File: config.mk
export PLATFORM = sky130hd
export DESIGN_NAME = ftdi_rx_deframer
export DESIGN_NICKNAME = d
export VERILOG_FILES = /design/src/rtl/ftdi_rx_deframer.sv
export SDC_FILE = /design/constraint.sdc
export NUM_CORES = 1
export LEC_CHECK = 0
export BUFFER_PORTS_ARGS = -buffer_cell sky130_fd_sc_hd__clkbuf_2
export CORE_ASPECT_RATIO = 1.2
export CORE_MARGIN = 4
export CORE_UTILIZATION = 54
export CTS_BUF_LIST = sky130_fd_sc_hd__clkbuf_2 sky130_fd_sc_hd__clkbuf_4 sky130_fd_sc_hd__clkbuf_8
export CTS_CLUSTER_DIAMETER = 150
export DETAILED_ROUTE_END_ITERATION = 7
export PLACE_DENSITY = 0.81
export SYNTH_ARGS = -nofsm -noshare
export SYNTH_HDL_FRONTEND = slang
export SYNTH_SLANG_ARGS = --single-unit
export TNS_END_PERCENT = 1
File: constraint.sdc
create_clock -name clk -period 2.91 [get_ports clk]
set_input_delay 0 -clock clk [delete_from_list [all_inputs] [get_ports clk]]
set_output_delay 0 -clock clk [all_outputs]
set_load 0.01 [all_outputs]
File: src/rtl/ftdi_rx_deframer.sv
`default_nettype none
// ============================================================================
// Module  : ftdi_rx_deframer
// Brief   : Sync/length packet deframer on the ftdi_245fifo rx stream; payload
//           is forwarded zero-latency. Optional checksum: FTDI_DEFRAMER_CSUM_EN.
// Revision: 1.0  initial release
// ============================================================================
module ftdi_rx_deframer #(
   parameter logic [15:0] SYNC_WORD = 16'hA55A,
   parameter int unsigned MAX_LEN   = 1024
) (
   input  logic        clk,
   input  logic        rstn_async,
   input  logic        in_valid,
   output logic        in_ready,
   input  logic [15:0] in_data,
   output logic        out_valid,
   input  logic        out_ready,
   output logic [15:0] out_data,
   output logic        out_last,
   output logic        pkt_done,
   output logic        len_err,
   output logic        csum_err,
   output logic [15:0] pkt_cnt
);

   localparam logic [16:0] c_max_n = 17'(MAX_LEN - 1);

   typedef enum logic [1:0] {
      S_HUNT    = 2'd0,
      S_LEN     = 2'd1,
      S_PAYLOAD = 2'd2,
      S_CSUM    = 2'd3
   } state_t;

   state_t      r_state;
   logic [15:0] r_remaining;
   logic [15:0] r_pkt_cnt;
   logic        r_pkt_done;
   logic        r_len_err;
`ifdef FTDI_DEFRAMER_CSUM_EN
   logic [15:0] r_sum;
   logic        r_csum_err;
`endif

   logic w_in_payload;
   logic w_in_xfer;
   logic w_last;

   // Payload words pass straight through; the header/checksum words are always accepted.
   assign w_in_payload = (r_state == S_PAYLOAD);
   assign in_ready     = w_in_payload ? out_ready : 1'b1;
   assign w_in_xfer    = in_valid & in_ready;
   assign w_last       = (r_remaining == 16'd0);
   assign out_valid    = w_in_payload & in_valid;
   assign out_data     = w_in_payload ? in_data : 16'd0;
   assign out_last     = w_in_payload & w_last;

   assign pkt_done = r_pkt_done;
   assign len_err  = r_len_err;
   assign pkt_cnt  = r_pkt_cnt;
`ifdef FTDI_DEFRAMER_CSUM_EN
   assign csum_err = r_csum_err;
`else
   assign csum_err = 1'b0;
`endif

   always_ff @(posedge clk or negedge rstn_async) begin
      if (!rstn_async) begin
         r_state     <= S_HUNT;
         r_remaining <= 16'd0;
         r_pkt_cnt   <= 16'd0;
         r_pkt_done  <= 1'b0;
         r_len_err   <= 1'b0;
`ifdef FTDI_DEFRAMER_CSUM_EN
         r_sum       <= 16'd0;
         r_csum_err  <= 1'b0;
`endif
      end else begin
         r_pkt_done <= 1'b0;
         r_len_err  <= 1'b0;
`ifdef FTDI_DEFRAMER_CSUM_EN
         r_csum_err <= 1'b0;
`endif
         case (r_state)
            S_HUNT: begin
               if (w_in_xfer && (in_data == SYNC_WORD)) begin
                  r_state <= S_LEN;
               end
            end
            S_LEN: begin
               // A sync word here is a legitimate length value, never a resync.
               if (w_in_xfer) begin
                  if ({1'b0, in_data} > c_max_n) begin
                     r_len_err <= 1'b1;
                     r_state   <= S_HUNT;
                  end else begin
                     r_remaining <= in_data;
`ifdef FTDI_DEFRAMER_CSUM_EN
                     r_sum       <= 16'd0;
`endif
                     r_state     <= S_PAYLOAD;
                  end
               end
            end
            S_PAYLOAD: begin
               if (w_in_xfer) begin
                  r_remaining <= r_remaining - 16'd1;
`ifdef FTDI_DEFRAMER_CSUM_EN
                  r_sum       <= r_sum + in_data;
                  if (w_last) begin
                     r_state <= S_CSUM;
                  end
`else
                  if (w_last) begin
                     r_pkt_done <= 1'b1;
                     r_pkt_cnt  <= r_pkt_cnt + 16'd1;
                     r_state    <= S_HUNT;
                  end
`endif
               end
            end
`ifdef FTDI_DEFRAMER_CSUM_EN
            S_CSUM: begin
               if (w_in_xfer) begin
                  r_pkt_done <= 1'b1;
                  r_csum_err <= (in_data != r_sum);
                  r_pkt_cnt  <= r_pkt_cnt + 16'd1;
                  r_state    <= S_HUNT;
               end
            end
`endif
            default: r_state <= S_HUNT;
         endcase
      end
   end

endmodule
`default_nettype wire

# --- After elaboration in Yosys (flattened, before gate mapping) ---
# Index checks and enable logic that the tools add are counted.
# Widths: inputs -> output; s select.
totals:
  register_bits: 36
  out_inout_bits: 38
classes:
  n_bitwise: 3
  mux: 18
  n_addsub: 2
  n_lt_le_gt_ge: 1
  eq_ne: 8
  reduce_logical: 7
op_table:
  columns: ["operator", "n"]
  rows:
  - ["$mux 16", 4]
  - ["$pmux 16 s2", 1]
  - ["$add 16x1->16 const B", 1]
  - ["$eq 16x16->1 const B", 1]
  - ["$gt 16x10->1 const B", 1]
  - ["$logic_not 16->1", 1]
  - ["$sub 16x1->16 const B", 1]
  - ["$mux 2", 5]
  - ["$reduce_and 4->1", 2]
  - ["$mux 1", 7]
  - ["$ne 2x2->1 const B", 3]
  - ["$pmux 2 s3", 1]
  - ["$ne 2x1->1 const B", 2]
  - ["$and 1x1->1", 3]
  - ["$reduce_and 3->1", 1]
  - ["$eq 2x1->1 const B", 1]
  - ["$eq 2x2->1 const B", 1]
  - ["$logic_not 2->1", 1]
  - ["$reduce_bool 2->1", 1]
  - ["$logic_and 1x1->1", 1]

# --- Longest topological paths before layout ---
depth:
  word_depth: 6
  depth_mapped: 8
  ltp_nobuf: 7

# --- Worst setup path after synthesis ---
# No wires, ideal clock.
synth_path:
  kind: "flip-flop to flip-flop"
  startpoint: "register r_remaining[0]"
  endpoint: "register r_pkt_cnt[14] (netlist: pkt_cnt[14])"
  path_buffers: 1
  arrival_time_ns: 1.992
  slack_ns: 0.793
  stages_incl_launch_ff: 9
  setup_time_ns: 0.125
  synth_period_minus_slack_ns: 2.117
  cell_sequence: "dfrtp_1 inv_1 ha_1 or4b_4 nor3_4 and4_2 buf_4 nand4_1 xnor2_1"
synth_via:
  elab_chain_len: 2
synth_lines:
  columns: ["element", "line_no", "rtl"]
  rows:
  - ["start, declared", "37", "logic [15:0] r_remaining;"]
  - ["start signal, assigned", "98", "r_remaining <= in_data;"]
  - ["start signal, assigned", "108", "r_remaining <= r_remaining - 16'd1;"]
  - ["$logic_not 16->1", "54", "assign w_last = (r_remaining == 16'd0);"]
  - ["$reduce_and 3->1 (no line)", null, null]
  - ["end signal, assigned", "117", "r_pkt_cnt <= r_pkt_cnt + 16'd1;"]
  - ["end, declared", "38", "logic [15:0] r_pkt_cnt;"]
# Every way passes these cells.
# A chain may end at the register's enable or synchronous reset.

# --- Worst setup path in the final report ---
layout_path:
  startpoint: "register r_remaining[0]"
  endpoint: "register r_pkt_cnt[1] (netlist: pkt_cnt[1])"
# The elaborated chain is that of the path after synthesis.

==> summary.md <==
| Metric | Value |
|---|---|
| Status | finished clean |
| Top_reg_cell synth | sky130_fd_sc_hd__dfrtp_1 |
| Cell family contributing the most delay on the critical path | simple AND/OR/NAND/NOR gates |
| Avg Inst Size Synth | 9.17 um^2 |
| Slew of the pin with the lowest slew margin | 0.863 ns |
| Routed wirelength normalized by instance count | 14.4 um |
| Hold Crit Class | in2reg |
| Compound-cell area share of the yosys netlist | 14.5% |
| Later-pin clock latency in the skew report | 0.29 ns |
| Critical Path Source Type | flop |
| # resized after CTS | 0 |
| Number of nets in the final layout | 302 |
| Yosys warning count | 0 |
| Max-cap violation count | 0 |
| RSZ-0062 raised after global routing | false |
| Ant diodes | 0 |
| Starting density of the core | 56.0% |
| Worst vdd rail ir drop | 0.323 mV |
| GRT Residual Overflow | 0 |
| Num Clock Sinks | 36 |
| Clock tree root buffer cell | sky130_fd_sc_hd__clkbuf_8 |
| Hold path depth | 3 |
| Final worst clock skew | 0.00748 ns |
| Htree depth | 2 |
| Worst relative slew slack | 42.5% |
| Placed cell count | 324 |
| Net Count, Synth | 246 |
| Sum Neg Setup Slack | 0 ns |
| Arrival @ worst endpoint | 2.51 ns |
| Depth of the most critical reg-to-reg path | 6 |
| Number of buffers and inverters on the critical path | 1 |
| Synth-to-layout area growth | 21.0% |
| Share of synthesized area occupied by flip-flops and latches | 43.9% |
| Post-synthesis mux area share | 0.548% |
| Die Height | 75.5 um |
| Area share of the largest cell type after synthesis | 43.9% |
| Post-synthesis cell area | 2050 um^2 |
| Max FO, Critical Path | 8 |
| Number of hold-slack violations in the final timing report | 0 |
| Global-route wire length before repair | 7850 um |
| Count of pins over their slew limit | 0 |
| Number of gates on the worst path with buffers counted | 6 |
| Dominant combinational cell family by area after synthesis | simple AND/OR/NAND/NOR gates |
| Post-synthesis cell count | 224 |
| Fraction of layout cells with a size suffix above 1 | 27.0% |
| Clock tree buffer depth | 2 |
| Data required time at the worst endpoint | 3.09 ns |
| Cell Chain, Critical Path | inv_1, ha_1, or4b_4, nor3_4, and2_1, mux2_2 |
| Die Area | 4860 um^2 |
| Pin count of the biggest net entering global routing | 37 |
| Num CTS Buffers | 5 |
| Number of remaining DRC errors | 0 |
| Slowest CP cell | sky130_fd_sc_hd__or4b_4 |
| Most area-hungry cell type in the Yosys netlist | sky130_fd_sc_hd__dfrtp_1 |
| Vias per cell | 5.53 |
| DR iter-0 viols | 105 |
| Post-synthesis share of cell area spent on full adders, half adders and majority gates | 1.22% |
| Synthesized flop and latch total | 36 |
| Die width | 64.3 um |
| Initial antenna violation count | 0 |
| Max Fclk | 429 MHz |
| Leakage | 1.28 nW |
| Number of distinct standard cells referenced by the synthesized netlist | 45 |
| Placeable core region | 3660 um^2 |
| Count of non-filler cells in the finished layout | 333 |
| Port buffer count | 56 |
| Global placer's final weighted congestion | 0.835 |
| Cell row count | 24 |
| Clock tree from TritonCTS | built |
| Cells taking the most area after synthesis | sky130_fd_sc_hd__dfrtp_1 (44%), sky130_fd_sc_hd__and2_1 (5.5%), sky130_fd_sc_hd__nor2_1 (4.9%) |
| Placed wire-length estimate after detailed placement | 3540 um |
| Final routed wirelength across all metal layers | 4800 um |
| Time the worst path needs with I/O delays and setup | 2.33 ns |
| Count of final setup violators | 0 |
| Ports | 58 |
| Setup Crit Path Kind | reg2reg |
| Cell Pwr Density | 399 nW/um^2 |
| Overall Global Routing Usage | 20.7% |
| Detailed-route via count | 1840 |
| Post-synthesis share of cell area spent on and, or, nand and nor gates | 29.4% |
| Async set-reset flop share out of synthesis | 100% |
| Via count of the first global-routing pass | 1689 |
| Number of synthesized flops with an enable pin | 0 |
| Sort of element at the end of the critical path | flop |
| CTS clock-pin slew for the worst setup and hold paths | 0.07 ns |
| Number of detailed-routing iterations run before antenna repair | 4 |
| Count of antenna-violating nets left after detailed routing | 0 |
| Slowest Stage Delay on Critical Path | 0.52 ns |
| Post-route fraction of the period consumed by the critical path | 80.2% |
| Parity-gate share of the synthesized area counting xor and xnor cells | 7.19% |
metal layers:
layer	up-vias	global-route usage, %	wire length, um
li1	912	-	-
met1	862	26.2	2130
met2	61	35.1	2280
met3	5	4.13	314
met4	0	8.45	79
met5	-	0	0
worst paths after layout:
kind                       slack [ns]              to      startpoint
setup reg to reg                 0.58      pkt_cnt[1]  r_remaining[0]
max in group asynchronous        2.03      r_state[1]      rstn_async
hold / removal                   0.02  r_remaining[0]      in_data[0]
hold reg to reg                  0.49     pkt_cnt[11]     pkt_cnt[11]
setup / recovery                 0.58      pkt_cnt[1]  r_remaining[0]
min in group asynchronous        0.35      pkt_cnt[8]      rstn_async
worst register-to-register path, cell delays in order, from the launching register on:
cell	delay (ns)
sky130_fd_sc_hd__dfrtp_1	0.40
sky130_fd_sc_hd__inv_1	0.09
sky130_fd_sc_hd__ha_1	0.20
sky130_fd_sc_hd__or4b_4	0.52
sky130_fd_sc_hd__nor3_4	0.31
sky130_fd_sc_hd__and2_1	0.33
sky130_fd_sc_hd__mux2_2	0.36
cells in the mapped netlist (all sizes together) (2+ instances only):
library cell	number
dfrtp	36
nor2	27
and2	18
nand2	18
o21ai	15
a21oi	12
nor3	10
xor2	9
clkbuf	7
nand4	7
xnor2	7
and3	5
nand3	5
and4	4
a22oi	3
buf	3
inv	3
nor4	3
o22a	3
a31oi	2
a41oi	2
ha	2
nand2b	2
nand4bb	2
nor2b	2
o211ai	2
o21a	2
o32ai	2
cell type report:
| class | instances | area (um^2) |
|---|---|---|
| fill | 307 | 1180 |
| multi-input combinational | 175 | 1090 |
| sequential | 36 | 901 |
| timing repair buffer | 59 | 305 |
| clock buffer | 6 | 76.3 |
| tap | 52 | 65.1 |
| clock inverter | 2 | 35.0 |
| inverter | 3 | 11.3 |
repair_timing:
action | CTS | global route
hold buffers | 1 | 0
endpoints found under the hold margin | 36 | 0
setup buffers | 0 | 0
flip-flops by register name, summed over array words and instances (netlist names):
signal       cells
pkt_cnt         16
pkt_done         1
r_state          2
len_err          1
r_remaining     16
logic make-up after synthesis:
family	Yosys count
compound gates	47
simple gates	108
flops	36
fa+ha+maj	2
xor+xnor	16
mux	1
other cells	1
buf+inv	13
cells in the final DEF, fill, tap and decap left out, drive strengths merged, types with 3 or more instances in the layout:
cell,n
o21ai,15
and2,18
a22oi,3
nor3,10
clkbuf,62
o22a,3
nor4,3
nor2,27
nand3,5
nand4,7
xor2,9
inv,3
xnor2,7
dfrtp,36
and4,4
and3,5
a21oi,12
nand2,18
power by group:
| part | total (mW) | leakage [nW] | internal (mW) | switching, mW |
|---|---|---|---|---|
| sequential | 0.500 | 0.503 | 0.500 | 0.00000683 |
| combinational | 0.0423 | 0.720 | 0.0163 | 0.0260 |
| clock | 0.450 | 0.0586 | 0.264 | 0.186 |
| total | 0.992 | 1.28 | 0.780 | 0.212 |
stage by stage:
stage          area [um^2]  power [mW]  hold WS (ns)  util (%)  setup WS (ns)
6_report              2480       0.992        0.0188      67.8          0.577
5_1_grt               2480        1.02        0.0531      67.8          0.424
4_1_cts               2480       0.993        0.0169      67.8          0.571
3_5_place_dp          2360       0.552         0.157      64.5          0.595
3_3_place_gp          2360       0.551         0.154      64.5          0.659
2_1_floorplan         2050       0.522        -0.296         -          0.793
No activity file was read; power rests on OpenSTA's default activity.
